**src/rtl/mem_port_arbiter.sv**
```systemverilog
// Arbitrates the single memory port between the fetch unit and the load/store unit.
// One registered access at a time; data side wins ties and the fairness rule alternates back-to-back grants.
module mem_port_arbiter #(
    parameter int unsigned DataWidth = 32,
    parameter int unsigned MaxWait   = 15
) (
    input  logic                 clk,
    input  logic                 rst,
    input  logic                 if_request,
    input  logic [DataWidth-1:0] if_address,
    output logic                 if_valid,
    output logic [DataWidth-1:0] if_rdata,
    input  logic                 ls_request,
    input  logic                 ls_we_re,
    input  logic [3:0]           ls_mask,
    input  logic [DataWidth-1:0] ls_address,
    input  logic [DataWidth-1:0] ls_wdata,
    output logic                 ls_valid,
    output logic [DataWidth-1:0] ls_rdata,
    output logic                 mem_request,
    output logic                 mem_we_re,
    output logic [3:0]           mem_mask,
    output logic [DataWidth-1:0] mem_address,
    output logic [DataWidth-1:0] mem_wdata,
    input  logic                 mem_valid,
    input  logic [DataWidth-1:0] mem_rdata,
    output logic                 bus_error
);

    localparam int unsigned MaskW = 4;
    localparam int unsigned WaitW = $clog2(MaxWait + 1);

    typedef enum logic [1:0] {
        IDLE     = 2'd0,
        GRANT_IF = 2'd1,
        GRANT_LS = 2'd2
    } state_t;

    typedef enum logic {
        SRC_IF = 1'b0,
        SRC_LS = 1'b1
    } src_t;

    state_t               state_q, state_d;
    src_t                 last_grant_q, last_grant_d;
    logic [WaitW-1:0]     wait_q, wait_d;
    logic                 mem_request_q, mem_request_d;
    logic                 mem_we_re_q, mem_we_re_d;
    logic [MaskW-1:0]     mem_mask_q, mem_mask_d;
    logic [DataWidth-1:0] mem_address_q, mem_address_d;
    logic [DataWidth-1:0] mem_wdata_q, mem_wdata_d;
    logic                 if_valid_q, if_valid_d;
    logic [DataWidth-1:0] if_rdata_q, if_rdata_d;
    logic                 ls_valid_q, ls_valid_d;
    logic [DataWidth-1:0] ls_rdata_q, ls_rdata_d;
    logic                 bus_error_q, bus_error_d;

    logic                 choose;
    logic                 served_if, served_ls;
    logic                 pend_if, pend_ls, pick_ls;

    // Next-state, completion routing and grant selection
    always_comb begin
        state_d       = state_q;
        last_grant_d  = last_grant_q;
        wait_d        = wait_q;
        mem_request_d = mem_request_q;
        mem_we_re_d   = mem_we_re_q;
        mem_mask_d    = mem_mask_q;
        mem_address_d = mem_address_q;
        mem_wdata_d   = mem_wdata_q;
        if_valid_d    = 1'b0;
        if_rdata_d    = if_rdata_q;
        ls_valid_d    = 1'b0;
        ls_rdata_d    = ls_rdata_q;
        bus_error_d   = 1'b0;
        choose        = 1'b0;
        served_if     = 1'b0;
        served_ls     = 1'b0;
        pend_if       = 1'b0;
        pend_ls       = 1'b0;
        pick_ls       = 1'b0;

        case (state_q)
            IDLE: choose = 1'b1;
            GRANT_IF, GRANT_LS: begin
                if (mem_valid) begin
                    choose = 1'b1;
                    if (state_q == GRANT_LS) begin
                        served_ls    = 1'b1;
                        ls_valid_d   = 1'b1;
                        ls_rdata_d   = mem_we_re_q ? '0 : mem_rdata;
                        last_grant_d = SRC_LS;
                    end else begin
                        served_if    = 1'b1;
                        if_valid_d   = 1'b1;
                        if_rdata_d   = mem_rdata;
                        last_grant_d = SRC_IF;
                    end
                end else if (wait_q == WaitW'(MaxWait - 1)) begin
                    bus_error_d   = 1'b1;
                    state_d       = IDLE;
                    wait_d        = '0;
                    mem_request_d = 1'b0;
                    mem_we_re_d   = 1'b0;
                    mem_mask_d    = '0;
                    mem_address_d = '0;
                    mem_wdata_d   = '0;
                    if (state_q == GRANT_LS) begin
                        ls_valid_d   = 1'b1;
                        ls_rdata_d   = '0;
                        last_grant_d = SRC_LS;
                    end else begin
                        if_valid_d   = 1'b1;
                        if_rdata_d   = '0;
                        last_grant_d = SRC_IF;
                    end
                end else begin
                    wait_d = wait_q + WaitW'(1);
                end
            end
            default: state_d = IDLE;
        endcase

        // A side being served now, or whose valid is still pulsing, holds a stale request
        if (choose) begin
            pend_if = if_request && !if_valid_q && !served_if;
            pend_ls = ls_request && !ls_valid_q && !served_ls;
            pick_ls = pend_ls && (!pend_if || (state_q == IDLE) || (last_grant_d == SRC_IF));
            wait_d  = '0;
            if (pick_ls) begin
                state_d       = GRANT_LS;
                mem_request_d = 1'b1;
                mem_we_re_d   = ls_we_re;
                mem_mask_d    = ls_mask;
                mem_address_d = ls_address;
                mem_wdata_d   = ls_wdata;
            end else if (pend_if) begin
                state_d       = GRANT_IF;
                mem_request_d = 1'b1;
                mem_we_re_d   = 1'b0;
                mem_mask_d    = '1;
                mem_address_d = if_address;
                mem_wdata_d   = '0;
            end else begin
                state_d       = IDLE;
                mem_request_d = 1'b0;
                mem_we_re_d   = 1'b0;
                mem_mask_d    = '0;
                mem_address_d = '0;
                mem_wdata_d   = '0;
            end
        end
    end

    always_ff @(posedge clk or posedge rst) begin
        if (rst) begin
            state_q       <= IDLE;
            last_grant_q  <= SRC_IF;
            wait_q        <= '0;
            mem_request_q <= 1'b0;
            mem_we_re_q   <= 1'b0;
            mem_mask_q    <= '0;
            mem_address_q <= '0;
            mem_wdata_q   <= '0;
            if_valid_q    <= 1'b0;
            if_rdata_q    <= '0;
            ls_valid_q    <= 1'b0;
            ls_rdata_q    <= '0;
            bus_error_q   <= 1'b0;
        end else begin
            state_q       <= state_d;
            last_grant_q  <= last_grant_d;
            wait_q        <= wait_d;
            mem_request_q <= mem_request_d;
            mem_we_re_q   <= mem_we_re_d;
            mem_mask_q    <= mem_mask_d;
            mem_address_q <= mem_address_d;
            mem_wdata_q   <= mem_wdata_d;
            if_valid_q    <= if_valid_d;
            if_rdata_q    <= if_rdata_d;
            ls_valid_q    <= ls_valid_d;
            ls_rdata_q    <= ls_rdata_d;
            bus_error_q   <= bus_error_d;
        end
    end

    assign if_valid    = if_valid_q;
    assign if_rdata    = if_rdata_q;
    assign ls_valid    = ls_valid_q;
    assign ls_rdata    = ls_rdata_q;
    assign mem_request = mem_request_q;
    assign mem_we_re   = mem_we_re_q;
    assign mem_mask    = mem_mask_q;
    assign mem_address = mem_address_q;
    assign mem_wdata   = mem_wdata_q;
    assign bus_error   = bus_error_q;

endmodule
```
**config.mk**
```make
export PLATFORM = sky130hd
export DESIGN_NAME = mem_port_arbiter
export DESIGN_NICKNAME = d
export VERILOG_FILES = /design/src/rtl/mem_port_arbiter.sv
export SDC_FILE = /design/constraint.sdc
export NUM_CORES = 1
export LEC_CHECK = 0
export BUFFER_PORTS_ARGS = -buffer_cell sky130_fd_sc_hd__buf_2
export CAP_MARGIN = 10
export CORE_AREA = 2 2 117 119
export CTS_BUF_LIST = sky130_fd_sc_hd__clkbuf_4
export DETAILED_ROUTE_END_ITERATION = 8
export DIE_AREA = 0 0 119 121
export PLACE_DENSITY_LB_ADDON = 0.1
export REMOVE_ABC_BUFFERS = 1
export SLEW_MARGIN = 5
export SYNTH_ARGS = -nofsm -noshare
export SYNTH_HDL_FRONTEND = slang
export SYNTH_SLANG_ARGS = --single-unit
```
**constraint.sdc**
```tcl
create_clock -name clk -period 4.5 [get_ports clk]
set_clock_uncertainty 0.2 [all_clocks]
set_input_delay 0.225 -clock clk [delete_from_list [all_inputs] [get_ports clk]]
set_output_delay 0.225 -clock clk [all_outputs]
set_load 0.1 [all_outputs]
```
Yosys cells after proc, flatten, opt, wreduce, memory -nomap -nowiden
Index checks and enable logic that the tools add are counted.
{"block": "classes", "addsub": 1, "n_mul": 0, "div_mod_pow": 0, "magnitude_cmp": 0, "n_eq_ne": 7, "shift": 0, "mux": 61, "n_bitwise": 2, "reduce_logical": 22}
{"operator": "$mux W32", "n": 17}
{"operator": "$mux W4", "n": 10}
{"operator": "$mux W1", "n": 28}
{"operator": "$reduce_and A3 Y1", "n": 4}
{"operator": "$mux W2", "n": 4}
{"operator": "$ne A3 B3 Y1 const B", "n": 2}
{"operator": "$reduce_bool A2 Y1", "n": 3}
{"operator": "$logic_and A1 B1 Y1", "n": 5}
{"operator": "$logic_not A1 Y1", "n": 5}
{"operator": "$add A4 B1 Y4 const B", "n": 1}
{"operator": "$eq A4 B4 Y1 const B", "n": 1}
{"operator": "$pmux W2 S2", "n": 1}
{"operator": "$eq A2 B1 Y1 const B", "n": 1}
{"operator": "$eq A2 B2 Y1 const B", "n": 1}
{"operator": "$logic_not A2 Y1", "n": 1}
{"operator": "$logic_or A1 B1 Y1", "n": 2}
{"operator": "$ne A2 B1 Y1 const B", "n": 1}
{"operator": "$ne A2 B2 Y1 const B", "n": 1}
{"operator": "$not A1 Y1", "n": 2}
{"operator": "$pmux W1 S2", "n": 1}
{"operator": "$reduce_and A2 Y1", "n": 1}
{"operator": "$reduce_or A2 Y1", "n": 1}
{"block": "totals", "regBits": 144, "latch_bits": 0, "mem_bits_rw": 0, "rom_bits": 0, "inputBits": 138, "out_inout_bits": 137, "elab_cells": 106, "n_memories": 0}

Longest topological paths before layout
{"block": "logic_depth", "ltp_word": 12, "mapped_depth": 8, "depth_no_buf": 6}

Worst setup path before layout
OpenSTA, ideal clock, no wires.
{"block": "synth_timing", "kind": "flip-flop to flip-flop", "startpoint": "register ls_valid_q, in the netlist ls_valid", "endpoint": "register mem_wdata_q[18], in the netlist mem_wdata[18]", "setup_ns": 0.069, "arrival_time_ns": 2.003, "required_ns": 4.231, "setup_slack_ns": 2.228, "path_stages_with_launch": 6, "n_path_buf": 2, "synth_period_minus_slack_ns": 2.272, "cell_sequence": "dfrtp_1 or2b_2 nor4_4 clkbuf_2 buf_4 a22o_1"}
{"block": "synth_between", "elab_chain_len": 6}
{"item": "from (decl)", "line_no": "54", "rtl": "logic ls_valid_q, ls_valid_d;"}
{"item": "from (signal assigned)", "line_no": "182", "rtl": "ls_valid_q <= ls_valid_d;"}
{"item": "$logic_not A1 Y1", "line_no": "128", "rtl": "pend_ls = ls_request && !ls_valid_q && !served_ls;"}
{"item": "$logic_and A1 B1 Y1 (2 in series)", "line_no": "128"}
{"item": "$logic_and A1 B1 Y1", "line_no": "129", "rtl": "pick_ls = pend_ls && (!pend_if || (state_q == IDLE) || (last_grant_d == SRC_IF));"}
{"item": "$mux W32", "line_no": "131", "rtl": "if (pick_ls) begin"}
{"item": "$mux W32", "line_no": "126", "rtl": "if (choose) begin"}
{"item": "to (signal assigned)", "line_no": "179", "rtl": "mem_wdata_q <= mem_wdata_d;"}
{"item": "to (decl)", "line_no": "51", "rtl": "logic [DataWidth-1:0] mem_wdata_q, mem_wdata_d;"}
No other way between the ends.
A chain may end at the register's enable or synchronous reset.

Final worst setup path
{"block": "layout_timing", "startpoint": "register state_q[1]", "endpoint": "register mem_address_q[0], in the netlist mem_address[0]"}
{"block": "layout_between", "elab_chain_len": 12}
{"item": "from (decl)", "line_no": "44", "rtl": "state_t state_q, state_d;"}
{"item": "from (signal assigned)", "line_no": "172", "rtl": "state_q <= state_d;"}
{"item": "$eq A2 B2 Y1", "line_no": "84, 89, 109"}
{"item": "$mux W1", "line_no": "89", "rtl": "if (state_q == GRANT_LS) begin"}
{"item": "$mux W1", "line_no": "87", "rtl": "if (mem_valid) begin"}
{"item": "$mux W1", "line_no": "84", "rtl": "case (state_q)"}
{"item": "$logic_not A1 Y1", "line_no": "127", "rtl": "pend_if = if_request && !if_valid_q && !served_if;"}
{"item": "$logic_and A1 B1 Y1", "line_no": "127"}
{"item": "$logic_not A1 Y1", "line_no": "129"}
{"item": "$logic_or A1 B1 Y1 (2 in series)", "line_no": "129"}
{"item": "$logic_and A1 B1 Y1", "line_no": "129"}
{"item": "$mux W32", "line_no": "131"}
{"item": "$mux W32", "line_no": "126"}
{"item": "to (signal assigned)", "line_no": "178", "rtl": "mem_address_q <= mem_address_d;"}
{"item": "to (decl)", "line_no": "50", "rtl": "logic [DataWidth-1:0] mem_address_q, mem_address_d;"}
Parallel ways exist; a longest one is shown, timed or not.

==> flow_metrics.py <==
metrics = {
    "cts": {
        "postCtsHoldBufs": 136,
        "ctsResizeCount": 0,
        "clock_path_buffers": 2,
        "cts_inserted_buffers": 17,
        "cts_sinks": 143,
        "clk_latency_ps": 490,
        "post-cts-setup-buffers": 0,
        "cts_tree": "yes",
        "h-tree-depth": 4,
        "path_clk_slew_ps": 140,
        "cts-root-buf": "clkbuf_4",
    },
    "grt": {
        "grt_pass1_vias": 5243,
        "grt_overflow_total": 0,
        "antenna_found_initial": 0,
        "grt_use_total": 0.241,
        "grt_start_max_net_pins": 71,
        "grt_pass1_wl_um": 27200,
    },
    "layout": {
        "num-nets-final": 939,
        "mostFrequentLayoutCells": "buf_2 (274), dfrtp_1 (143), dlygate4sd3_1 (136)",
        "final_cells": 985,
        "n_fill_cell": 966,
        "antenna_cells": 0,
        "final_common_cell": "buf_2",
        "syn_to_final_growth_pct": 57.6,
        "seq_area_sq_mm": 0.00358,
        "multiInputGateArea_sq_mm": 0.00181,
        "drive_gt1_frac": 0.440,
    },
    "logic_synthesis": {
        "synthArstFlopShare": 1.00,
        "synth_area_sq_mm": 0.00557,
        "ys.flop_type": "dfrtp_1",
        "synth_simple_gate_area_frac": 0.0645,
        "netlist_instances": 388,
        "avgSynthCellArea_sq_um": 14.4,
        "synth_compound_area_frac": 0.247,
        "yosysSeqAreaShare": 0.643,
        "synth_edf_count": 0,
        "synthAdderAreaFrac": 0.0112,
        "yosysWarnings": 0,
        "synthMuxAreaShare": 0.00180,
        "synth_top_family_by_area": "compound AO/OA/AOI/OAI gates",
        "synthXorXnorAreaFrac": 0,
        "synth_cell_type_count": 33,
        "ys_ff_latch": 143,
    },
    "timing": {
        "fin_crit_sh": 0.746,
        "fin_ws_ps": 1140,
        "drv_slew": 0,
        "min_period_ps": 3360,
        "tightest_slew_ps": 892,
        "rsz0062_at_grt": "false",
        "final-setup-viol-count": 0,
        "tns_ps": 0,
        "max_freq_mhz": 298,
        "slew_headroom": 0.404,
        "hold_viol": 0,
    },
    "route": {
        "first_iter_violations": 357,
        "route.detailed.drc": 0,
        "drt-pass1-iter-count": 4,
        "num_vias": 5079,
        "routed_wl_um": 17400,
        "routed_via_density": 5.16,
        "postRouteAntennaNets": 0,
        "wl_per_cell_um": 17.7,
    },
    "run": {
        "maxCapViolations": 0,
    },
    "place": {
        "dp_slack_ps": 1680,
        "place_congestion": 0.859,
        "hpwlAfterDp_um": 10600,
        "placedCellCount": 817,
        "io_buffer_count": 274,
    },
    "min_path": {
        "hold_path.class": "input port to async pin",
    },
    "outcome": {
        "status": "completed",
    },
    "critical_path": {
        "path_max_fanout": 37,
        "reg2reg_depth": 8,
        "critPathCaptureType": "flip-flop",
        "crit_arrival_ps": 3550,
        "crit_type": "flip-flop to flip-flop",
        "reg2reg_from": "state_q[1]$_DFFE_PP0P_",
        "rr_endpoint": "mem_address[0]$_DFFE_PP0P_",
        "r2r_slack_ps": 1140,
        "startpoint_type": "flip-flop",
        "crit_required_ps": 4700,
    },
    "floorplan": {
        "num_rows": 42,
        "die_x_um": 119,
        "die-area_sq_mm": 0.0144,
        "fp.dieH_um": 121,
        "core_sq_mm": 0.0131,
        "initial_core_util": 0.426,
        "num_io_pins": 275,
    },
}
critical path, stage by stage (launching register included):
cell,delay (ps)
dfrtp_1,410
inv_1,60
ha_1,370
nand2_1,160
nor2_4,700
nor4_4,90
buf_4,290
a221o_2,390
dlygate4sd3_1,570
how the worst max path moves through the flow:
stage                                      start                         end  slack (ps)
after floorplan                              rst         bus_error$_DFF_PP0_         240
after global placement    state_q[1]$_DFFE_PP0P_  mem_address[0]$_DFFE_PP0P_        1760
after detailed placement  state_q[1]$_DFFE_PP0P_  mem_address[2]$_DFFE_PP0P_        1680
after CTS                 state_q[1]$_DFFE_PP0P_  mem_address[2]$_DFFE_PP0P_        1120
after global routing      state_q[1]$_DFFE_PP0P_  mem_address[8]$_DFFE_PP0P_         950
final                     state_q[1]$_DFFE_PP0P_  mem_address[0]$_DFFE_PP0P_        1140
metal layers:
| layer | share of wire | global-route usage | up-vias |
|---|---|---|---|
| met2 | 0.49 | 0.400 | 230 |
| met4 | 0.020 | 0.0699 | 0 |
| met3 | 0.068 | 0.0672 | 29 |
| met5 | 0 | 0 | - |
| met1 | 0.42 | 0.309 | 2510 |
| li1 | - | - | 2310 |
cell usage after synthesis (2+ instances only):
| cell type | n | area share |
|---|---|---|
| dfrtp_1 | 143 | 0.64 |
| nand2b_1 | 2 | 0.0022 |
| inv_1 | 8 | 0.0054 |
| a21o_1 | 3 | 0.0040 |
| buf_2 | 3 | 0.0027 |
| nor4_4 | 2 | 0.0076 |
| buf_4 | 4 | 0.0054 |
| nor3b_1 | 3 | 0.0040 |
| a22o_1 | 98 | 0.15 |
| and2_1 | 32 | 0.036 |
| o21ai_0 | 3 | 0.0027 |
| a221o_1 | 10 | 0.018 |
| nand2_1 | 4 | 0.0027 |
| ha_1 | 5 | 0.011 |
| nor2_1 | 2 | 0.0013 |
| o22ai_1 | 2 | 0.0022 |
| a21oi_2 | 2 | 0.0031 |
| a31o_2 | 2 | 0.0031 |
| buf_6 | 3 | 0.0061 |
| a221o_2 | 26 | 0.053 |
| clkbuf_1 | 19 | 0.013 |
flip-flops by register name, indices dropped and copies added, names as in the netlist, 2 cells and up:
register,flops
if_rdata,32
ls_rdata,32
mem_address,32
mem_mask,4
mem_wdata,32
state_q,2
wait_q,4
kinds of logic (layout without fill, tap and decap cells):
logic type               Yosys count  count (layout)
flip-flops                       143             143
adder cells (fa/ha/maj)            5               5
AND/OR/NAND/NOR                   52              52
multiplexers                       1               1
buffers and inverters             38             459
AO/OA/AOI/OAI                    149             149
area by class of cell:
class / count / share of cell area
flip-flops and latches: 143 / 0.408
clock buffers: 19 / 0.0162
repair buffers: 419 / 0.319
clock inverters: 13 / 0.0214
multi-input cells: 207 / 0.207
inverters: 8 / 0.00399
well taps: 176 / 0.0251
through the flow:
| stage | cell area [sq um] | hold WS, ps | utilization |
|---|---|---|---|
| final | 8780 | 112 | 0.671 |
| after global routing | 8780 | 96.8 | 0.671 |
| after CTS | 8780 | 85.4 | 0.671 |
| after detailed placement | 7090 | 136 | 0.542 |
| after global placement | 7090 | 123 | 0.542 |
| after floorplan | 5410 | 94.8 | - |
Power is not shown: default switching activity piles up to over one toggle a cycle in this logic, so the estimate is an artifact.
